`config.mk`:
```
export PLATFORM = sky130hd
export DESIGN_NAME = board_input_conditioner
export DESIGN_NICKNAME = d
export VERILOG_FILES = /design/src/rtl/board_input_conditioner.sv
export SDC_FILE = /design/constraint.sdc
export NUM_CORES = 1
export LEC_CHECK = 0
export CELL_PAD_IN_SITES_DETAIL_PLACEMENT = 0
export CELL_PAD_IN_SITES_GLOBAL_PLACEMENT = 2
export CORE_UTILIZATION = 41
export CTS_CLUSTER_DIAMETER = 30
export DETAILED_ROUTE_END_ITERATION = 7
export GPL_TIMING_DRIVEN = 0
export HOLD_SLACK_MARGIN = 0.02
export PLACE_DENSITY_LB_ADDON = 0.1
export SLEW_MARGIN = 5
export SYNTH_ARGS = -nofsm -noshare
export SYNTH_HDL_FRONTEND = slang
export SYNTH_SLANG_ARGS = --single-unit
```
`constraint.sdc`:
```
create_clock -name CLOCK_50 -period 4.2 [get_ports CLOCK_50]
set_clock_uncertainty 0.2 [all_clocks]
set_input_delay 0.42 -clock CLOCK_50 [delete_from_list [all_inputs] [get_ports CLOCK_50]]
set_output_delay 0.42 -clock CLOCK_50 [all_outputs]
set_load 0.005 [all_outputs]
```
`src/rtl/board_input_conditioner.sv`:
```
// Conditions DE2-115 pushbuttons and slide switches for game logic: 2-FF synchronisers,
// counter debouncers, registered level/edge outputs, and optional key auto-repeat.
module board_input_conditioner #(
    parameter int N_KEYS          = 4,
    parameter int N_SW            = 2,
    parameter int KEY_ACTIVE_LOW  = 1,
    parameter int DEBOUNCE_CYCLES = 500000,
    parameter int REPEAT_DELAY    = 0,
    parameter int REPEAT_PERIOD   = 2500000
) (
    input  logic              CLOCK_50,
    input  logic              RESET_N,
    input  logic [N_KEYS-1:0] key_raw,
    input  logic [N_SW-1:0]   sw_raw,
    output logic [N_KEYS-1:0] key_level,
    output logic [N_KEYS-1:0] key_press,
    output logic [N_KEYS-1:0] key_release,
    output logic [N_SW-1:0]   sw_level,
    output logic [N_SW-1:0]   sw_change
);

    localparam int MAX_A   = (DEBOUNCE_CYCLES > REPEAT_DELAY) ? DEBOUNCE_CYCLES : REPEAT_DELAY;
    localparam int MAX_CNT = (MAX_A > REPEAT_PERIOD) ? MAX_A : REPEAT_PERIOD;
    localparam int CW      = $clog2(MAX_CNT + 1);

    localparam logic [CW-1:0] ONE     = CW'(1);
    localparam logic [CW-1:0] DB_LAST = CW'(DEBOUNCE_CYCLES - 1);
    localparam logic [CW-1:0] RD_LAST = CW'((REPEAT_DELAY > 0) ? REPEAT_DELAY - 1 : 0);
    localparam logic [CW-1:0] RP_LAST = CW'(REPEAT_PERIOD - 1);
    localparam bit            REPEAT_EN = (REPEAT_DELAY > 0);

    typedef enum logic [1:0] {ST_IDLE, ST_DELAY, ST_REPEAT} rep_state_t;

    logic [N_KEYS-1:0] key_norm, key_s1, key_s2;
    logic [N_SW-1:0]   sw_s1, sw_s2;

    logic [N_KEYS-1:0] key_level_d, key_rise, key_fall, key_press_d, key_release_d;
    logic [N_SW-1:0]   sw_level_d;

    logic [CW-1:0] key_cnt_q [N_KEYS];
    logic [CW-1:0] key_cnt_d [N_KEYS];
    logic [CW-1:0] sw_cnt_q  [N_SW];
    logic [CW-1:0] sw_cnt_d  [N_SW];
    logic [CW-1:0] rcnt_q    [N_KEYS];
    logic [CW-1:0] rcnt_d    [N_KEYS];
    rep_state_t    state_q   [N_KEYS];
    rep_state_t    state_d   [N_KEYS];

    // Keys are normalised to pressed=1 before synchronising, so everything downstream is active-high
    assign key_norm = (KEY_ACTIVE_LOW != 0) ? ~key_raw : key_raw;

    always_comb begin
        key_level_d = key_level;
        for (int i = 0; i < N_KEYS; i++) begin
            key_cnt_d[i] = '0;
            if (key_s2[i] != key_level[i]) begin
                if (key_cnt_q[i] == DB_LAST) key_level_d[i] = ~key_level[i];
                else                         key_cnt_d[i]   = key_cnt_q[i] + ONE;
            end
        end
    end

    always_comb begin
        sw_level_d = sw_level;
        for (int i = 0; i < N_SW; i++) begin
            sw_cnt_d[i] = '0;
            if (sw_s2[i] != sw_level[i]) begin
                if (sw_cnt_q[i] == DB_LAST) sw_level_d[i] = ~sw_level[i];
                else                        sw_cnt_d[i]   = sw_cnt_q[i] + ONE;
            end
        end
    end

    assign key_rise = key_level_d & ~key_level;
    assign key_fall = ~key_level_d & key_level;

    // Auto-repeat: a release always takes priority over a press that falls due the same cycle
    always_comb begin
        key_press_d   = '0;
        key_release_d = '0;
        for (int i = 0; i < N_KEYS; i++) begin
            state_d[i] = state_q[i];
            rcnt_d[i]  = rcnt_q[i];
            if (key_fall[i]) begin
                key_release_d[i] = 1'b1;
                state_d[i]       = ST_IDLE;
                rcnt_d[i]        = '0;
            end else if (key_rise[i]) begin
                key_press_d[i] = 1'b1;
                rcnt_d[i]      = '0;
                state_d[i]     = REPEAT_EN ? ST_DELAY : ST_IDLE;
            end else begin
                case (state_q[i])
                    ST_DELAY: begin
                        if (rcnt_q[i] == RD_LAST) begin
                            key_press_d[i] = 1'b1;
                            rcnt_d[i]      = '0;
                            state_d[i]     = ST_REPEAT;
                        end else begin
                            rcnt_d[i] = rcnt_q[i] + ONE;
                        end
                    end
                    ST_REPEAT: begin
                        if (rcnt_q[i] == RP_LAST) begin
                            key_press_d[i] = 1'b1;
                            rcnt_d[i]      = '0;
                        end else begin
                            rcnt_d[i] = rcnt_q[i] + ONE;
                        end
                    end
                    default: rcnt_d[i] = '0;
                endcase
            end
        end
    end

    always_ff @(posedge CLOCK_50 or negedge RESET_N) begin
        if (!RESET_N) begin
            key_s1      <= '0;
            key_s2      <= '0;
            sw_s1       <= '0;
            sw_s2       <= '0;
            key_level   <= '0;
            key_press   <= '0;
            key_release <= '0;
            sw_level    <= '0;
            sw_change   <= '0;
            for (int i = 0; i < N_KEYS; i++) begin
                key_cnt_q[i] <= '0;
                rcnt_q[i]    <= '0;
                state_q[i]   <= ST_IDLE;
            end
            for (int i = 0; i < N_SW; i++) begin
                sw_cnt_q[i] <= '0;
            end
        end else begin
            key_s1      <= key_norm;
            key_s2      <= key_s1;
            sw_s1       <= sw_raw;
            sw_s2       <= sw_s1;
            key_level   <= key_level_d;
            key_press   <= key_press_d;
            key_release <= key_release_d;
            sw_level    <= sw_level_d;
            sw_change   <= sw_level_d ^ sw_level;
            for (int i = 0; i < N_KEYS; i++) begin
                key_cnt_q[i] <= key_cnt_d[i];
                rcnt_q[i]    <= rcnt_d[i];
                state_q[i]   <= state_d[i];
            end
            for (int i = 0; i < N_SW; i++) begin
                sw_cnt_q[i] <= sw_cnt_d[i];
            end
        end
    end

endmodule
```
Word-level counts from Yosys, hierarchy flattened. Cells that the tools add are included.

Register bits: 256. Input bits: 8.

Reduce and logical (&&, ||, !) cells: 16. Muxes and demuxes: 84. Bitwise logic cells: 12. Equality and inequality tests: 24. Add/sub/neg operators: 10.

Operators by type and width (count): $mux W22 (28); $add A22 B1 Y22 const B (10); $pmux W22 S2 (4); $eq A22 B19 Y1 const B (6); $eq A22 B22 Y1 const B (4); $logic_not A22 Y1 (4); $mux W1 (32); $mux W2 (16); $reduce_bool A3 Y1 (8); $not A4 Y4 (3); $and A4 B4 Y4 (2); $eq A2 B1 Y1 const B (4); $eq A2 B2 Y1 const B (4); $pmux W1 S2 (4); $reduce_and A2 Y1 (4); $ne A1 B1 Y1 (6); $not A1 Y1 (6); $xor A2 B2 Y2 (1).

Depth between registers and ports, before layout. Gate-level depths: netlist of the first run.

Depth after elaboration: 7. Gate-level depth with buffers: 11. Mapped depth without buffers: 9.

Worst setup path after synthesis of the first run. OpenSTA, ideal clock, no wires.

Path kind: reg-to-reg. Start point: register key_cnt_q[53] in the netlist's numbering. End point: register rcnt_q[60] in the netlist's numbering. Setup slack: 1195 ps. Arrival time: 2728 ps. Period minus slack after synthesis: 3005 ps. Path buffers: 1. Cell stages (with the launch flop): 10. Cell sequence: dfrtp_1 > or4_1 > or3_1 > nor3_1 > mux2_2 > ha_1 > nor3_1 > o31ai_4 > buf_6 > a21oi_1.

RTL lines: from (decl) (RTL line 40) `logic [CW-1:0] key_cnt_q [N_KEYS];`; from (signal, indexed assignment) (RTL line 147) `key_cnt_q[i] <= key_cnt_d[i];`; to (signal, indexed assignment) (RTL line 148) `rcnt_q[i] <= rcnt_d[i];`; to (decl) (RTL line 44) `logic [CW-1:0] rcnt_q [N_KEYS];`.

==> results.md, run 1 <==
- CTS Hold Bufs: 1
- Fmax: 0.297 GHz
- Area used by multi-input combinational logic: 5670 um2
- Nets: 1397
- Post-Place Setup Slack: 0.792 ns
- Sw frac: 20.5%
- Total gr overflow: 0
- Core area: 29600 um2
- Syn_nets: 1299
- Area leader, netlist: dfrtp_1
- Clk_lat worst skew: 0.55 ns
- Hold Path Stages: 1
- Cts bufs inserted: 70
- RSZ-0062 raised after global routing: no
- Max H-tree Level: 3
- Die X: 175 um
- Synth top cells by count: dfrtp_1 (252), nor2_1 (167), xnor2_1 (84)
- Buf/Inv on CP: 1
- Layout area overhead: 26.1%
- Detailed-route via count: 9555
- Sequential-to-total area share from yosys stat: 51.1%
- Fillcell total: 2750
- Final GP Congestion: 0.756
- Critical path depth in cells: 9
- Boundary pin count: 24
- Port Buffer Count: 23
- Max Cap Viol: 0
- Setup bufs post-CTS: 0
- Hold slack: 0.129 ns
- Initial antenna violation count: 0
- Setup Crit Path Kind: reg -> reg
- Die height: 175 um
- First-pass iteration count of the detailed router: 4
- Synth Flop Type: dfrtp_1
- Clock transition at path regs: 0.04 ns
- Switching pwr: 1.62 mW
- Worst hold path type: in -> reg
- CTS-repair resized insts: 0
- Share of layout cells above drive strength 1: 10.9%
- Leak: 6.01 nW
- Worst path slowest cell: or3b_2
- Largest delay share family, worst path: simple AND/OR/NAND/NOR gates
- FF+latch count, synth: 252
- CTS tree: done
- PwrDens: 508 nW/um2
- Endpoints failing hold: 0
- Crit share post-route: 80.2%
- Setup crit start kind: register
- Clock Tree Buf Depth: 3
- Synth top area share: 51.1%
- Async SR Flop Fraction: 100%
- Status: complete, no violations
- Starting Density: 41.6%
- Vias in the first global route: 9658
- Yosys cell types: 41
- Post-route cell area: 15500 um2
- Pint: 6.28 mW
- Synth Instances: 1273
- 1st-iter DRT viols: 507
- Crit path arrival time: 3.63 ns
- WP data required: 4.46 ns
- Die area: 30800 um2
- Post-synth EDFFs: 0
- Comb pwr share: 1.5%
- Placement Rows: 63
- Setup ws final: 0.833 ns
- Max-slew violations: 0
- Min Tclk post-route: 3.37 ns
- Worst Setup End Kind: register
- Via-to-Cell Ratio: 5.26
- Setup slack, reg-to-reg: 0.83 ns
- Max IR drop VDD: 285 uV
- DRC errors left: 0
- Setup Viol. Count Final: 0
- Post-Synthesis Cell Area: 12300 um2
- Placed Area: 13100 um2
- R2r worst-path depth: 9
- Largest net degree at the start of global routing: 93
- Reg power frac: 31.4%
- Most numerous cell in the Yosys netlist: dfrtp_1
- Clock root cell: clkbuf_16
- Slew at the pin closest to its max-slew limit: 0.667 ns
- Drt total wl: 26000 um
- Worst path cell trace: ha_1, nand4_1, nor3_1, mux2_2, ha_1, or3b_2, a21o_1, clkbuf_1, nor2_1
- Most used cell along the critical path: ha_1
- # diodes: 0
- Global Route Usage Sum: 18.2%
- Register area: 6310 um2
- Synthesis Warnings: 0
- Clk network pwr share: 67.1%
- Clock sink count: 252
- Syn_area_per_cell: 9.69 um2
- Antenna viol nets, final: 0
- First-pass GRT wire length: 46600 um
- Routed wire per std cell: 14.3 um
- Crit-path max FO: 10
- Rel. slew slack: 55.5%
- Largest cells by area after synthesis: dfrtp_1 (51%), xnor2_1 (6.0%), nor2_1 (5.1%)
- Slowest Stage Delay on Critical Path: 0.47 ns
- HPWL Detailed: 16700 um
-- logic make-up after synthesis --
| logic type | after synthesis | share of synthesized area [%] |
|---|---|---|
| adders and majority gates | 18 | 1.83 |
| DFF | 252 | 51.1 |
| muxes | 10 | 0.872 |
| xor gates and xnor gates | 131 | 9.30 |
| and+or+nand+nor | 612 | 26.5 |
| buffers and inverters | 86 | 2.91 |
| AOI/OAI and AO/OA | 164 | 7.51 |
-- power by group through the flow --
stage	clock network, mW	registers, mW	logic [mW]
2_1_floorplan	0	2.51	0.0465
3_3_place_gp	0	2.51	0.120
3_5_place_dp	0	2.51	0.129
4_1_cts	5.43	2.48	0.130
5_1_grt	5.57	2.48	0.144
6_report	5.30	2.48	0.122
-- through the flow --
stage | total power [mW] | setup TNS (ns) | utilization (%) | cells
3_5_place_dp | 2.64 | 0 | 44.2 | 1688
2_1_floorplan | 2.55 | 0 | - | 1273
3_3_place_gp | 2.63 | -2226.43 | 44.0 | 1686
4_1_cts | 8.04 | 0 | 52.5 | 1815
5_1_grt | 8.19 | 0 | 52.5 | 1815
6_report | 7.90 | 0 | 52.5 | 1815
-- sequential cells by signal (all words and copies together), names as in the netlist --
| register | cells |
|---|---|
| rcnt_q | 88 |
| sw_s1 | 2 |
| key_press | 4 |
| key_s1 | 4 |
| key_cnt_q | 88 |
| sw_level | 2 |
| sw_change | 2 |
| sw_cnt_q | 44 |
| key_s2 | 4 |
| key_release | 4 |
| state_q | 4 |
| key_level | 4 |
| sw_s2 | 2 |
-- layer usage --
layer  vias up  GRT usage, %  part of all wire (%)
li1       4793             -                     -
met1      4587          24.6                    49
met2       127          28.2                    45
met3        48          4.42                   3.7
met4         0          6.96                   2.3
met5         -             0                     0
-- final cells by class --
type                    instances  share of cell area, %
clock inverters                29                   2.24
clock buffers                  97                   13.4
well taps                     390                   3.14
inverters                      51                   1.23
repair buffers                 26                   1.93
multi-input cells             935                   36.5
flip-flops and latches        252                   40.6
plain buffers                  35                   1.08
-- cell usage in the layout, fill, tap and decap left out, types with 3 or more instances in the layout --
master	instances
or4_4	3
or2_2	7
clkinv_2	11
or3_1	62
clkbuf_16	73
xor2_1	47
clkbuf_1	34
buf_2	5
nand3_1	70
nand2_1	76
inv_1	51
nor2_1	167
dfrtp_1	252
and3_1	8
a21oi_1	76
nor4_1	36
or4_1	36
nor3_1	34
xnor2_1	84
nor4b_1	14
clkinvlp_4	5
clkdlybuf4s50_1	22
and4_1	19
o31ai_1	24
mux2_2	6
o21ai_0	54
a31o_2	3
mux2i_1	4
ha_1	18
bufinv_16	6
nor2b_1	3
clkbuf_8	16
and2_1	12
clkinv_4	4
nand4_1	58
buf_6	4
-- final timing paths --
check	start	to
setup / recovery	key_cnt_q[22]	rcnt_q[36]
hold / removal	sw_raw[0]	sw_s1[0]
setup reg to reg	key_cnt_q[22]	rcnt_q[36]
hold reg to reg	key_s1[1]	key_s2[1]
max in group asynchronous	RESET_N	state_q[7]
min in group asynchronous	RESET_N	rcnt_q[16]
Power figures use the tool's default switching activity.
==> run 2: changes to the inputs <==
- clock period: 4.2 -> 3.2 ns (I/O delays scaled with it)
==> run 2 against run 1 <==
Effect of this change: largest cell class unchanged; core utilization grew 0.52 points; maximum frequency increased by 12%; die area is the same; combinational power increased by 34%.
==> results.md, run 2 (synthesized netlist as in run 1, its figures left out) <==
- Status: complete, no violations
- Die area: 30800 um2 (unchanged)
- First-pass GRT wire length: 46700 um (+0.25%)
- R2R Path Start: key_cnt_q[34]
- Vias in the first global route: 9691 (+0.34%)
- # diodes: 0 (unchanged)
- Crit-path max FO: 10 (unchanged)
- 1st-iter DRT viols: 470 (-7.3%)
- Slowest Stage Delay on Critical Path: 0.47 ns (about the same)
- Most frequent cells in the layout: dfrtp_1 (251), nor2_1 (167), xnor2_1 (84)
- Buf/Inv on CP: 1 (unchanged)
- WP data required: 3.47 ns (-0.99 ns)
- Nets: 1405 (+0.57%)
- Initial antenna violation count: 0 (unchanged)
- Rel. slew slack: 55.6% (+0.084 points)
- Placed insts: 1688 (unchanged)
- PwrDens: 661 nW/um2 (+30%)
- Non-Filler Instances: 1823 (+0.44%)
- Min Tclk post-route: 3.01 ns (-0.358 ns)
- Detailed-route via count: 9577 (+0.23%)
- Crit path arrival time: 3.27 ns (-0.36 ns)
- HPWL Detailed: 16700 um (unchanged)
- Drt total wl: 26100 um (+0.50%)
- R2R Path End: rcnt_q[36]
- Starting Density: 41.6% (unchanged)
- Clock transition at path regs: 0.04 ns (about the same)
- Endpoints failing hold: 0 (unchanged)
- Switching pwr: 2.13 mW (+31%)
- CTS tree: done
- Biggest regs: key_cnt_q (88), rcnt_q (88), sw_cnt_q (44)
- Routed wire per std cell: 14.3 um (about the same)
- R2r worst-path depth: 9 (unchanged)
- Reg power frac: 31.4% (about the same)
- Layout area overhead: 27.3%
- Clk_lat worst skew: 0.55 ns (about the same)
- Most common cell after layout, fill and taps aside: dfrtp_1
- Placed Area: 13100 um2 (unchanged)
- Cts bufs inserted: 70 (unchanged)
- Hold Path Stages: 2 (+1)
- Worst Setup End Kind: register
- Setup Viol. Count Final: 0 (unchanged)
- Max-slew violations: 0 (unchanged)
- Slew at the pin closest to its max-slew limit: 0.666 ns (-0.00126 ns)
- Boundary pin count: 24 (unchanged)
- Pint: 8.24 mW (+31%)
- Final Total Pwr: 10.4 mW (+31%)
- Clk network pwr share: 67.1% (about the same)
- Setup crit start kind: register
- Port Buffer Count: 23 (unchanged)
- Max Cap Viol: 0 (unchanged)
- Via-to-Cell Ratio: 5.25 (-0.21%)
- Core area: 29600 um2 (unchanged)
- Clock sink count: 252 (unchanged)
- Comb pwr share: 1.6% (about the same)
- Die X: 175 um (unchanged)
- First-pass iteration count of the detailed router: 4 (unchanged)
- Worst path cell trace: nor4b_4, nand4_1, nor3_2, mux2_4, ha_1, or3b_2, a21o_1, buf_2, nor2_1
- Fmax: 0.332 GHz (+12%)
- Setup Crit Path Kind: reg -> reg
- Hold_sp: key_raw[0]
- Largest net degree at the start of global routing: 93 (unchanged)
- Global Route Usage Sum: 18.2% (+0.043 points)
- RSZ-0062 raised after global routing: no
- Leak: 6.09 nW (+1.4%)
- Clock root cell: clkbuf_16
- Worst path slowest cell: or3b_2
- Setup slack, reg-to-reg: 0.19 ns (-0.64 ns)
- Hold slack: 0.0673 ns (-0.0615 ns)
- Post-Place Setup Slack: -0.208 ns (-1.00 ns)
- Crit share post-route: 94.0% (+14 points)
- Largest delay share family, worst path: simple AND/OR/NAND/NOR gates
- DRC errors left: 0 (unchanged)
- Worst hold path type: in -> reg
- Die height: 175 um (unchanged)
- Setup ws final: 0.191 ns (-0.642 ns)
- Antenna viol nets, final: 0 (unchanged)
- Max IR drop VDD: 375 uV (+31%)
- Clock Tree Buf Depth: 3 (unchanged)
- Post-route cell area: 15700 um2 (+0.99%)
- Hold Crit Endpoint: key_s1[0]
- Max H-tree Level: 3 (unchanged)
- Final GP Congestion: 0.756 (unchanged)
- Share of layout cells above drive strength 1: 12.0% (+1.1 points)
- Sw frac: 20.5% (+0.022 points)
- Total gr overflow: 0 (unchanged)
- Placement Rows: 63 (unchanged)
-- run 2: what timing repair did --
action / CTS / global route
hold endpoints to repair: 82 / 0
resized for setup: 4 / 21
hold buffers: 5 / 0
endpoints found under the setup margin: 40 / 78
buffers inserted: 2 / 2
pin swaps: 2 / 4
-- run 2: worst max-delay path by stage --
stage                  startpoint             to  slack (ns)  cells past startpoint
floorplan           key_cnt_q[53]     rcnt_q[60]        0.19                      9
global placement          RESET_N  key_cnt_q[69]       -9.76                      1
detailed placement  key_cnt_q[22]     rcnt_q[39]       -0.21                      9
CTS                 key_cnt_q[34]     rcnt_q[37]        0.01                      9
global route        key_cnt_q[36]     rcnt_q[37]       0.006                      9
finish              key_cnt_q[34]     rcnt_q[36]        0.19                      9
-- run 2: cell type report --
| class | instances | area [um2] |
|---|---|---|
| plain buffers | 35 | 175 |
| fillers | 2743 | 13900 |
| clock inverters | 29 | 349 |
| multi-input cells | 935 | 5750 |
| inverters | 51 | 191 |
| clock buffers | 97 | 2080 |
| flip-flops and latches | 252 | 6310 |
| well taps | 390 | 488 |
| repair buffers | 34 | 370 |
-- run 2: per-layer routing --
layer / track usage, % / vias to the layer above / share of wire [%]
met3: 4.42 / 46 / 3.7
met1: 24.6 / 4597 / 49
li1: - / 4810 / -
met4: 6.92 / 0 / 2.1
met2: 28.3 / 124 / 45
met5: 0 / - / 0
-- run 2: through the flow --
step	TNS, ns	utilization [%]
3_3_place_gp	-2458.61	44.0
5_1_grt	0	53.0
3_5_place_dp	-4.86	44.2
6_report	0	53.0
2_1_floorplan	0	-
4_1_cts	0	52.7
-- run 2: power groups by stage --
stage / Clock, mW / Sequential [mW] / Combinational, mW
floorplan: 0 / 3.29 / 0.0610
global placement: 0 / 3.30 / 0.158
detailed placement: 0 / 3.30 / 0.169
CTS: 7.12 / 3.25 / 0.174
global route: 7.31 / 3.25 / 0.194
finish: 6.96 / 3.25 / 0.164
==> run 3: changes to the inputs <==
- REMOVE_ABC_BUFFERS: not set -> 1
==> run 3 against run 2 <==
Effect of this change: core utilization increased by 0.73 points; sequential power hardly changed; non-clock buffer count down 31; hold slack better by 0.014 ns; die area unchanged; combinational power hardly changed; total power up 7.6%; cell count fell by 1.0%; via count is 0.18% lower; critical path type unchanged.
==> results.md, run 3 (synthesized netlist as in run 1, its figures left out) <==
- Status: complete, no violations
- Die X: 175 um (unchanged)
- Biggest regs: key_cnt_q (88), rcnt_q (88), sw_cnt_q (44)
- Via-to-Cell Ratio: 5.30 (+0.87%)
- Met3 wire len: 949 um (-1.4%)
- Hold slack: 0.0816 ns (+0.0143 ns)
- Detailed-route via count: 9560 (-0.18%)
- First-pass GRT wire length: 45500 um (-2.7%)
- Share of layout cells above drive strength 1: 12.3% (+0.30 points)
- Total gr overflow: 0 (unchanged)
- Most common cell after layout, fill and taps aside: dfrtp_1
- # diodes: 0 (unchanged)
- Post-route cell area: 15900 um2 (+1.4%)
- Final Total Pwr: 11.2 mW (+7.6%)
- Cts bufs inserted: 74 (+5.7%)
- Setup TNS: 0 ns (unchanged)
- Slew at the pin closest to its max-slew limit: 0.874 ns (+0.208 ns)
- RSZ-0062 raised after global routing: no
- Finished Core Util: 53.7% (+0.73 points)
- Setup crit start kind: register
- Boundary pin count: 24 (unchanged)
- Area used by multi-input combinational logic: 5850 um2 (+1.9%)
- Met2 WL: 11900 um (+0.68%)
- Die area: 30800 um2 (unchanged)
- Clock root cell: clkbuf_16
- Endpoints failing hold: 0 (unchanged)
- HPWL Detailed: 16100 um (-3.4%)
- 1st-iter DRT viols: 399 (-15%)
- PwrDens: 701 nW/um2 (+6.2%)
- Min Tclk post-route: 3.04 ns (+0.0329 ns)
- Crit path arrival time: 3.32 ns (+0.05 ns)
- Nets: 1380 (-1.8%)
- Max layer used: met4
- Drt total wl: 26400 um (+0.88%)
- Post-Place Setup Slack: -0.375 ns (-0.167 ns)
- Initial antenna violation count: 0 (unchanged)
- Setup Viol. Count Final: 0 (unchanged)
- Fmax: 0.329 GHz (-1.1%)
- Setup slack, reg-to-reg: 0.16 ns (-0.03 ns)
- Clock Tree Buf Depth: 3 (unchanged)
- Max IR drop VDD: 498 uV (+33%)
- Vias in the first global route: 9424 (-2.8%)
- First-pass iteration count of the detailed router: 5 (+1)
- DRC errors left: 0 (unchanged)
- Crit share post-route: 95.1% (+1.0 points)
- Setup Crit Path Kind: reg -> reg
- Most frequent cells in the layout: dfrtp_1 (252), nor2_1 (167), xnor2_1 (84)
- Max H-tree Level: 3 (unchanged)
- Rel. slew slack: 41.7% (-14 points)
- Antenna viol nets, final: 0 (unchanged)
- Worst hold path type: in -> reg
- Fillcell total: 2699 (-1.6%)
- Worst Setup End Kind: register
- Max Cap Viol: 0 (unchanged)
- Clock sink count: 252 (unchanged)
- Routed wire per std cell: 14.6 um (+1.9%)
- Placed insts: 1656 (-1.9%)
- Placed Area: 13100 um2 (-0.44%)
- Layout area overhead: 29.1%
- Largest net degree at the start of global routing: 99 (+6.5%)
- Clock transition at path regs: 0.04 ns (about the same)
- Port Buffer Count: 23 (unchanged)
- Final GP Congestion: 0.734 (-2.9%)
- CTS tree: done
- Placement Rows: 63 (unchanged)
- Starting Density: 41.6% (unchanged)
- Core area: 29600 um2 (unchanged)
- Met1 Routed Length: 12900 um (+0.91%)
- Global Route Usage Sum: 17.8% (-0.40 points)
- Clk_lat worst skew: 0.55 ns (about the same)
- Max-slew violations: 0 (unchanged)
- Non-Filler Instances: 1804 (-1.0%)
- Register area: 6310 um2 (about the same)
- Crit-path max FO: 6 (-4)
- Die height: 175 um (unchanged)
- WP data required: 3.47 ns (about the same)
- Setup ws final: 0.158 ns (-0.0329 ns)
- Leak: 6.19 nW (+1.5%)
==> run 3: final cells by class <==
class	count	area share (%)
timing repair buffer	38	2.61
sequential	252	39.6
inverter	51	1.20
clock inverter	28	2.86
multi-input combinational	937	36.8
tap	390	3.06
clock buffer	108	13.9
==> run 3: power breakdown <==
group          leakage [nW]  internal (mW)  switching [mW]
Clock                  1.31           5.69            2.06
Combinational          1.40         0.0473           0.117
Sequential             3.48           3.23          0.0259
Total                  6.19           8.96            2.20
==> run 3: path summary, 6_finish.rpt <==
path                                    start             to  depth (start not counted)
worst min register to register      key_s1[0]      key_s2[0]                          0
min in group asynchronous             RESET_N  key_cnt_q[39]                          2
max in group asynchronous             RESET_N     rcnt_q[56]                          4
worst min-delay path               key_raw[0]      key_s1[0]                          2
worst max-delay path            key_cnt_q[53]     rcnt_q[52]                          9
worst max register to register  key_cnt_q[53]     rcnt_q[52]                          9
==> run 3: repair_timing <==
item                                    CTS  global route
endpoints found under the setup margin   54            70
gates resized for setup                   6             9
buffers inserted                          1             4
pin swaps                                 2             5
hold buffers                              5             0
cloned                                    1             1
endpoints found under the hold margin    79             0
==> run 3: per-layer routing <==
layer | track usage (%) | vias up
met3 | 4.57 | 51
met4 | 7.21 | 0
met1 | 23.9 | 4592
met2 | 27.5 | 128
li1 | - | 4789
met5 | 0 | -
==> run 3: worst max-delay path, cell delays in order (launching register included) <==
cell and delay, ns:
dfrtp_1 0.43, or4_1 0.54, or3_4 0.38, nor3_4 0.17, mux2_2 0.37, ha_1 0.23
nor3_4 0.23, buf_4 0.18, o31ai_2 0.12, nor2_1 0.13
==> variant 1: new RTL, config.mk and constraints of run 3 <==
Register the output `key_level` once more; this adds one clock of latency there. The other outputs are not delayed to match.
--- a/src/rtl/board_input_conditioner.sv
+++ b/src/rtl/board_input_conditioner.sv
@@ -33,2 +33,4 @@
 
+    logic [N_KEYS-1:0] key_level_s0;
+
     logic [N_KEYS-1:0] key_norm, key_s1, key_s2;
@@ -52,7 +54,7 @@
     always_comb begin
-        key_level_d = key_level;
+        key_level_d = key_level_s0;
         for (int i = 0; i < N_KEYS; i++) begin
             key_cnt_d[i] = '0;
-            if (key_s2[i] != key_level[i]) begin
-                if (key_cnt_q[i] == DB_LAST) key_level_d[i] = ~key_level[i];
+            if (key_s2[i] != key_level_s0[i]) begin
+                if (key_cnt_q[i] == DB_LAST) key_level_d[i] = ~key_level_s0[i];
                 else                         key_cnt_d[i]   = key_cnt_q[i] + ONE;
@@ -73,4 +75,4 @@
 
-    assign key_rise = key_level_d & ~key_level;
-    assign key_fall = ~key_level_d & key_level;
+    assign key_rise = key_level_d & ~key_level_s0;
+    assign key_fall = ~key_level_d & key_level_s0;
 
@@ -122,3 +124,3 @@
             sw_s2       <= '0;
-            key_level   <= '0;
+            key_level_s0 <= '0;
             key_press   <= '0;
@@ -140,3 +142,3 @@
             sw_s2       <= sw_s1;
-            key_level   <= key_level_d;
+            key_level_s0 <= key_level_d;
             key_press   <= key_press_d;
@@ -156,2 +158,6 @@
 
+    always_ff @(posedge CLOCK_50) begin
+        key_level <= key_level_s0;
+    end
+
 endmodule
Check against the original RTL: no difference found for any inputs over 10 cycles, from zero or initial values and one cycle with RESET_N low; that may be too few to reach the edited logic, so the function may still have changed.
==> variant 1 against run 3 <==
  * Combinational power hardly changed
  * Sequential cell count is 4 higher
  * Synthesized cell count is 0.31% higher
  * Worst setup slack worse by 56 ps
  * Clock power is 2.8% lower
  * Wire length is 1.2% higher
  * Synthesized area is 0.65% higher
  * Via count is 0.13% higher
  * Die area is 0.64% higher
  * Cell area is 0.28% higher
  * Fmax is 1.8% lower
  * Power is 1.5% lower
  * Largest power group unchanged
==> variant 1: results (changes against run 3) <==
Layout
  • # diodes: 0 (unchanged)
  • Filler cells: 2654 (-1.7%)
  • Share of cells above drive strength 1: 0.123 (+0.000271)
  • Top Registers: key_cnt_q (88), rcnt_q (88), sw_cnt_q (44)
  • Nets: 1385 (+0.36%)

Pwr
  • Internal power: 8720 µW (-2.7%)
  • Leakage power: 0.00620 µW (+0.24%)
  • Max IR drop VDD: 0.599 mV (+20%)

Global route
  • GRT Resource Usage Total: 0.183 (+0.00438)
  • Vias in the first global route: 9613 (+2.0%)
  • Global-route wire length before repair: 46.9 mm (+3.2%)
  • Pin count of the biggest net entering global routing: 103 (+4.0%)

Timing
  • Slew margin rel.: 0.397 (-0.0198)
  • WHS: 48.9 ps (-32.7 ps)

Route
  • Via/cell ratio: 5.29 (-0.15%)
  • Metal1 wirelength: 13.5 mm (+5.0%)
  • DR top layer: met4
  • First-pass DRT Iterations: 5 (unchanged)
  • Initial DRC count: 500 (+25%)
  • DR WL/cell: 14.7 µm (+0.88%)
  • Metal2 WL: 11.8 mm (-0.55%)
  • Met3 WL: 828 µm (-13%)

Yosys
  • Share of the yosys chip area belonging to registers: 0.514 (+0.00315)
  • Synth Area in XOR/XNOR: 0.0924 (-0.000600)
  • Post-synthesis mux area share: 0.00867 (-0.0000563)
  • Async S/R FF share, synth: 0.984 (-0.0156)
  • Syn. warnings: 0 (unchanged)
  • Adder-Cell Fraction of Synth Area: 0.0181 (-0.000118)
  • Commonest cells in the synthesized netlist: dfrtp_1 (252), nor2_1 (167), xnor2_1 (84)
  • Post-synthesis compound-gate area fraction: 0.0746 (-0.000484)
  • Top post-synthesis cells by area: dfrtp_1 (51%), xnor2_1 (5.9%), nor2_1 (5.0%), xor2_1 (3.3%), or3_1 (3.1%)
  • Distinct cells, synth: 42 (+2.4%)

Placement
  • IO buf count: 23 (unchanged)
  • HPWL Detailed: 16.3 mm (+1.4%)
  • Placed cell area: 13100 µm² (+0.61%)
  • Placer Congestion: 0.742 (+0.97%)
  • Post-Place Setup Slack: -315 ps (+59.6 ps)

Hold path
  • Hold path depth: 2 (unchanged)
  • Worst Hold Class: input pin to flop
  • Hold path start: key_raw[3]
  • Min-Delay Endpoint: key_s1[3]$_DFF_PN0_

Clock network
  • Clk Latency, worst-skew pair: 560 ps
  • CTS root buffer: clkbuf_16
  • Bufs on Longest Clock Path: 3 (unchanged)
  • CTS Buf Count: 76 (+2.7%)

Outcome
  • Outcome: complete, no violations

Setup path
  • Crit path max-delay family: simple AND/OR/NAND/NOR gates
  • R2R Path End: rcnt_q[49]$_DFF_PN0_
  • R2R setup slack: 100 ps (-60 ps)
  • CP max stage cell: or4_1

Floorplan
  • Initial Utilization: 0.418 (+0.00159)
==> variant 1: cell type report <==
cell class                      count  share of cell area
Inverter                           51              0.0120
Timing Repair Buffer               37              0.0256
Tap cell                          390              0.0306
Clock inverter                     27              0.0260
Clock buffer                      111               0.139
Multi-Input combinational cell    937               0.367
Sequential cell                   256               0.400
==> variant 1: stage by stage <==
stage / std cells / utilization / total power, µW
6_report: 1809 / 0.537 / 11000
5_1_grt: 1809 / 0.537 / 11400
4_1_cts: 1804 / 0.534 / 11200
3_5_place_dp: 1660 / 0.442 / 3520
3_3_place_gp: 1655 / 0.436 / 3500
2_1_floorplan: 1242 / - / 3400
==> variant 1: how the worst max path moves through the flow <==
stage / cells past startpoint / from / slack [ps] / endpoint
finish: 9 / key_cnt_q[53]$_DFF_PN0_ / 100 / rcnt_q[49]$_DFF_PN0_
global route: 8 / key_cnt_q[53]$_DFF_PN0_ / -10 / rcnt_q[62]$_DFF_PN0_
CTS: 9 / key_cnt_q[72]$_DFF_PN0_ / 6 / rcnt_q[86]$_DFF_PN0_
detailed placement: 8 / key_cnt_q[53]$_DFF_PN0_ / -320 / rcnt_q[62]$_DFF_PN0_
global placement: 1 / RESET_N / -9810 / rcnt_q[14]$_DFF_PN0_
floorplan: 8 / key_cnt_q[53]$_DFF_PN0_ / 210 / rcnt_q[58]$_DFF_PN0_
==> variant 1: metal layers <==
layer / GRT usage / up-vias
met5: 0 / -
met4: 0.0746 / 0
met3: 0.0403 / 36
met2: 0.269 / 113
met1: 0.259 / 4639
li1: - / 4784
==> variant 1: logic make-up after synthesis <==
group / Yosys count
AO/OA/AOI/OAI: 164
XOR/XNOR: 131
adder cells (fa/ha/maj): 18
buffers and inverters: 86
flip-flops: 256
multiplexers: 10
AND/OR/NAND/NOR: 612
==> variant 1: power by group through the flow <==
stage	clock, µW	combinational, µW	sequential [µW]
3_5_place_dp	0	169	3350
4_1_cts	7710	173	3300
6_report	7530	164	3300
5_1_grt	7920	193	3310
2_1_floorplan	0	56.4	3340
3_3_place_gp	0	152	3350
==> variant 1: what timing repair did <==
item	CTS	global route
hold endpoints to repair	153	0
endpoints found under the setup margin	43	70
cloned	1	1
hold buffers	4	0
gates resized for setup	7	12
pin swaps	2	5
buffers inserted	1	4
==> variant 2: new RTL, flow settings as in run 3 <==
Made on the original files. `N_KEYS`: 4 -> 2.
--- a/src/rtl/board_input_conditioner.sv
+++ b/src/rtl/board_input_conditioner.sv
@@ -3,3 +3,3 @@
 module board_input_conditioner #(
-    parameter int N_KEYS          = 4,
+    parameter int N_KEYS          = 2,
     parameter int N_SW            = 2,
Ports: changed (resized key_level, key_press, key_raw and key_release); port bits go from 24 to 16. No check against the original RTL was run, so the function may have changed too.
==> variant 2 against run 3 <==
  * Via count fell by 41%
  * Die area fell by 38%
  * Sequential power fell by 40%
  * Sequential cell count fell by 100
  * Synthesized area fell by 39%
  * Wire length shrank 41%
  * Power decreased by 60%
  * Worst setup slack about the same
  * Critical path depth fell by 1
  * Utilization shrank 5.4 points
  * Cell area decreased by 45%
  * Largest power group unchanged
==> variant 2: results (changes against run 3) <==
Outcome
  • Outcome: complete, no violations

Placement
  • HPWL Detailed: 10.3 mm (-36%)
  • Placer Congestion: 0.759 (+3.4%)
  • IO buf count: 15 (-35%)

Layout
  • Share of cells above drive strength 1: 0.0823 (-0.0408)
  • # diodes: 0 (unchanged)
  • Top Registers: key_cnt_q (44), rcnt_q (44), sw_cnt_q (44)
  • Nets: 806 (-42%)
  • Fin cells: 1031 (-43%)

Hold path
  • Min-Delay Endpoint: sw_s1[0]$_DFF_PN0_
  • Worst Hold Class: input pin to flop
  • Hold path depth: 1 (-1)
  • Hold path start: sw_raw[0]

Setup path
  • R2R setup slack: 160 ps (about the same)
  • WP data arrival: 3180 ps (-140 ps)
  • Critical R2R Launch: key_cnt_q[28]$_DFF_PN0_
  • Crit Path Max Fanout: 19 (+13)
  • Critical path's largest stage delay: 510 ps (-30 ps)
  • Cells on worst reg2reg path: 8 (-1)
  • R2R Path End: rcnt_q[41]$_DFF_PN0_
  • CP max stage cell: or3b_2

Timing
  • Slew margin rel.: 0.423 (+0.00544)
  • Final setup TNS: 0 ps (unchanged)

Route
  • Via/cell ratio: 5.48 (+3.4%)
  • First-pass DRT Iterations: 6 (+1)
  • Initial DRC count: 258 (-35%)
  • Final WL: 15.4 mm (-41%)

Global route
  • GR Util met1: 0.229 (-0.00969)
  • GRT Resource Usage Total: 0.184 (+0.00550)
  • Antenna violations before repair: 0 (unchanged)
  • Pin count of the biggest net entering global routing: 96 (-3.0%)
  • Vias in the first global route: 5731 (-39%)
  • Met3 Usage GRT: 0.0427 (-0.00299)
  • Global-route wire length before repair: 27.2 mm (-40%)
  • Grt met2 use: 0.307 (+0.0322)

Clock network
  • Clk Latency, worst-skew pair: 420 ps (-130 ps)
  • Worst-path clk slew: 60 ps (+20 ps)
  • CTS Buf Count: 17 (-77%)
  • Bufs on Longest Clock Path: 2 (-1)
  • H-tree lvl count: 4 (+1)
  • CTS root buffer: clkbuf_16

Yosys
  • Synthesized area per cell: 9.80 µm² (+1.1%)
  • Top post-synthesis cells by area: dfrtp_1 (50%), xnor2_1 (7.9%), nor2_1 (6.0%), nand4_1 (3.2%), nand3_1 (2.9%)
  • Share of the yosys chip area belonging to registers: 0.504 (-0.00765)
  • Syn. warnings: 0 (unchanged)
  • Commonest cells in the synthesized netlist: dfrtp_1 (152), nor2_1 (120), xnor2_1 (68)
  • Distinct cells, synth: 50 (+22%)
  • Async S/R FF share, synth: 1.00 (unchanged)

Pwr
  • Max IR drop VDD: 0.334 mV (-33%)
  • Switching power: 887 µW (-60%)
  • Clk pwr share: 0.534 (-0.160)
  • Leakage power: 0.00330 µW (-47%)
## variant 2: how the worst max path moves through the flow
stage,startpoint,to,cells after the start
2_1_floorplan,key_cnt_q[0]$_DFF_PN0_,rcnt_q[15]$_DFF_PN0_,8
3_3_place_gp,RESET_N,sw_cnt_q[40]$_DFF_PN0_,1
3_5_place_dp,key_cnt_q[0]$_DFF_PN0_,rcnt_q[15]$_DFF_PN0_,8
4_1_cts,key_cnt_q[10]$_DFF_PN0_,rcnt_q[15]$_DFF_PN0_,8
5_1_grt,key_cnt_q[22]$_DFF_PN0_,rcnt_q[39]$_DFF_PN0_,9
6_report,key_cnt_q[28]$_DFF_PN0_,rcnt_q[41]$_DFF_PN0_,8
## variant 2: logic make-up (layout without fill, tap and decap cells)
kind of cell,after synthesis,count (layout),share of synthesized area
AND/OR/NAND/NOR,383,383,0.274
flip-flops,152,152,0.504
XOR/XNOR,91,91,0.106
AO/OA/AOI/OAI,70,70,0.0553
buffers and inverters,53,84,0.0280
multiplexers,12,12,0.0171
adder cells (fa/ha/maj),10,10,0.0166
## variant 2: per-layer routing
layer | routed length [µm] | part of all wire
met5 | 0 | 0
met4 | 295 | 0.019
met3 | 425 | 0.028
met2 | 7450 | 0.48
met1 | 7250 | 0.47
## variant 2: critical path: cells and delay by family, from the launching register on
| family | cells | cell delay [ps] |
|---|---|---|
| simple gates | 4 | 1290 |
| fa+ha+maj | 1 | 200 |
| compound gates | 2 | 450 |
| mux | 1 | 360 |
| flops | 1 | 460 |
## variant 2: per-stage QoR
step                cell area (µm²)  hold slack, ps   util  worst slack (ps)  total power (µW)
floorplan                      7470            -176      -               246              2030
global placement               7910             133  0.439             -4600              2090
global route                   8720             111  0.484              17.1              4580
detailed placement             7960            78.7  0.441              -420              2100
finish                         8720             133  0.484               157              4410
CTS                            8680             115  0.482              2.87              4480
## variant 2: cell type report
class	count	area, µm²
Clock buffer	19	443
Inverter	34	128
Multi-Input combinational cell	566	3600
Fill cell	1712	9310
Tap cell	229	287
Sequential cell	152	3800
Clock inverter	12	246
Timing Repair Buffer	19	208
## variant 2: power by group through the flow
stage | sequential (µW) | combinational [µW] | clock, µW
3_5_place_dp | 1990 | 102 | 0
6_report | 1960 | 97.9 | 2360
3_3_place_gp | 2000 | 93.4 | 0
2_1_floorplan | 1990 | 37.7 | 0
5_1_grt | 1960 | 116 | 2500
4_1_cts | 1960 | 103 | 2420
## variant 2: repair_timing
action / in CTS / in global routing
resized for setup: 5 / 5
endpoints found under the setup margin: 39 / 39
endpoints found under the hold margin: 57 / 0
hold buffers: 1 / 0
pin swaps: 1 / 2
buffers inserted: 1 / 1
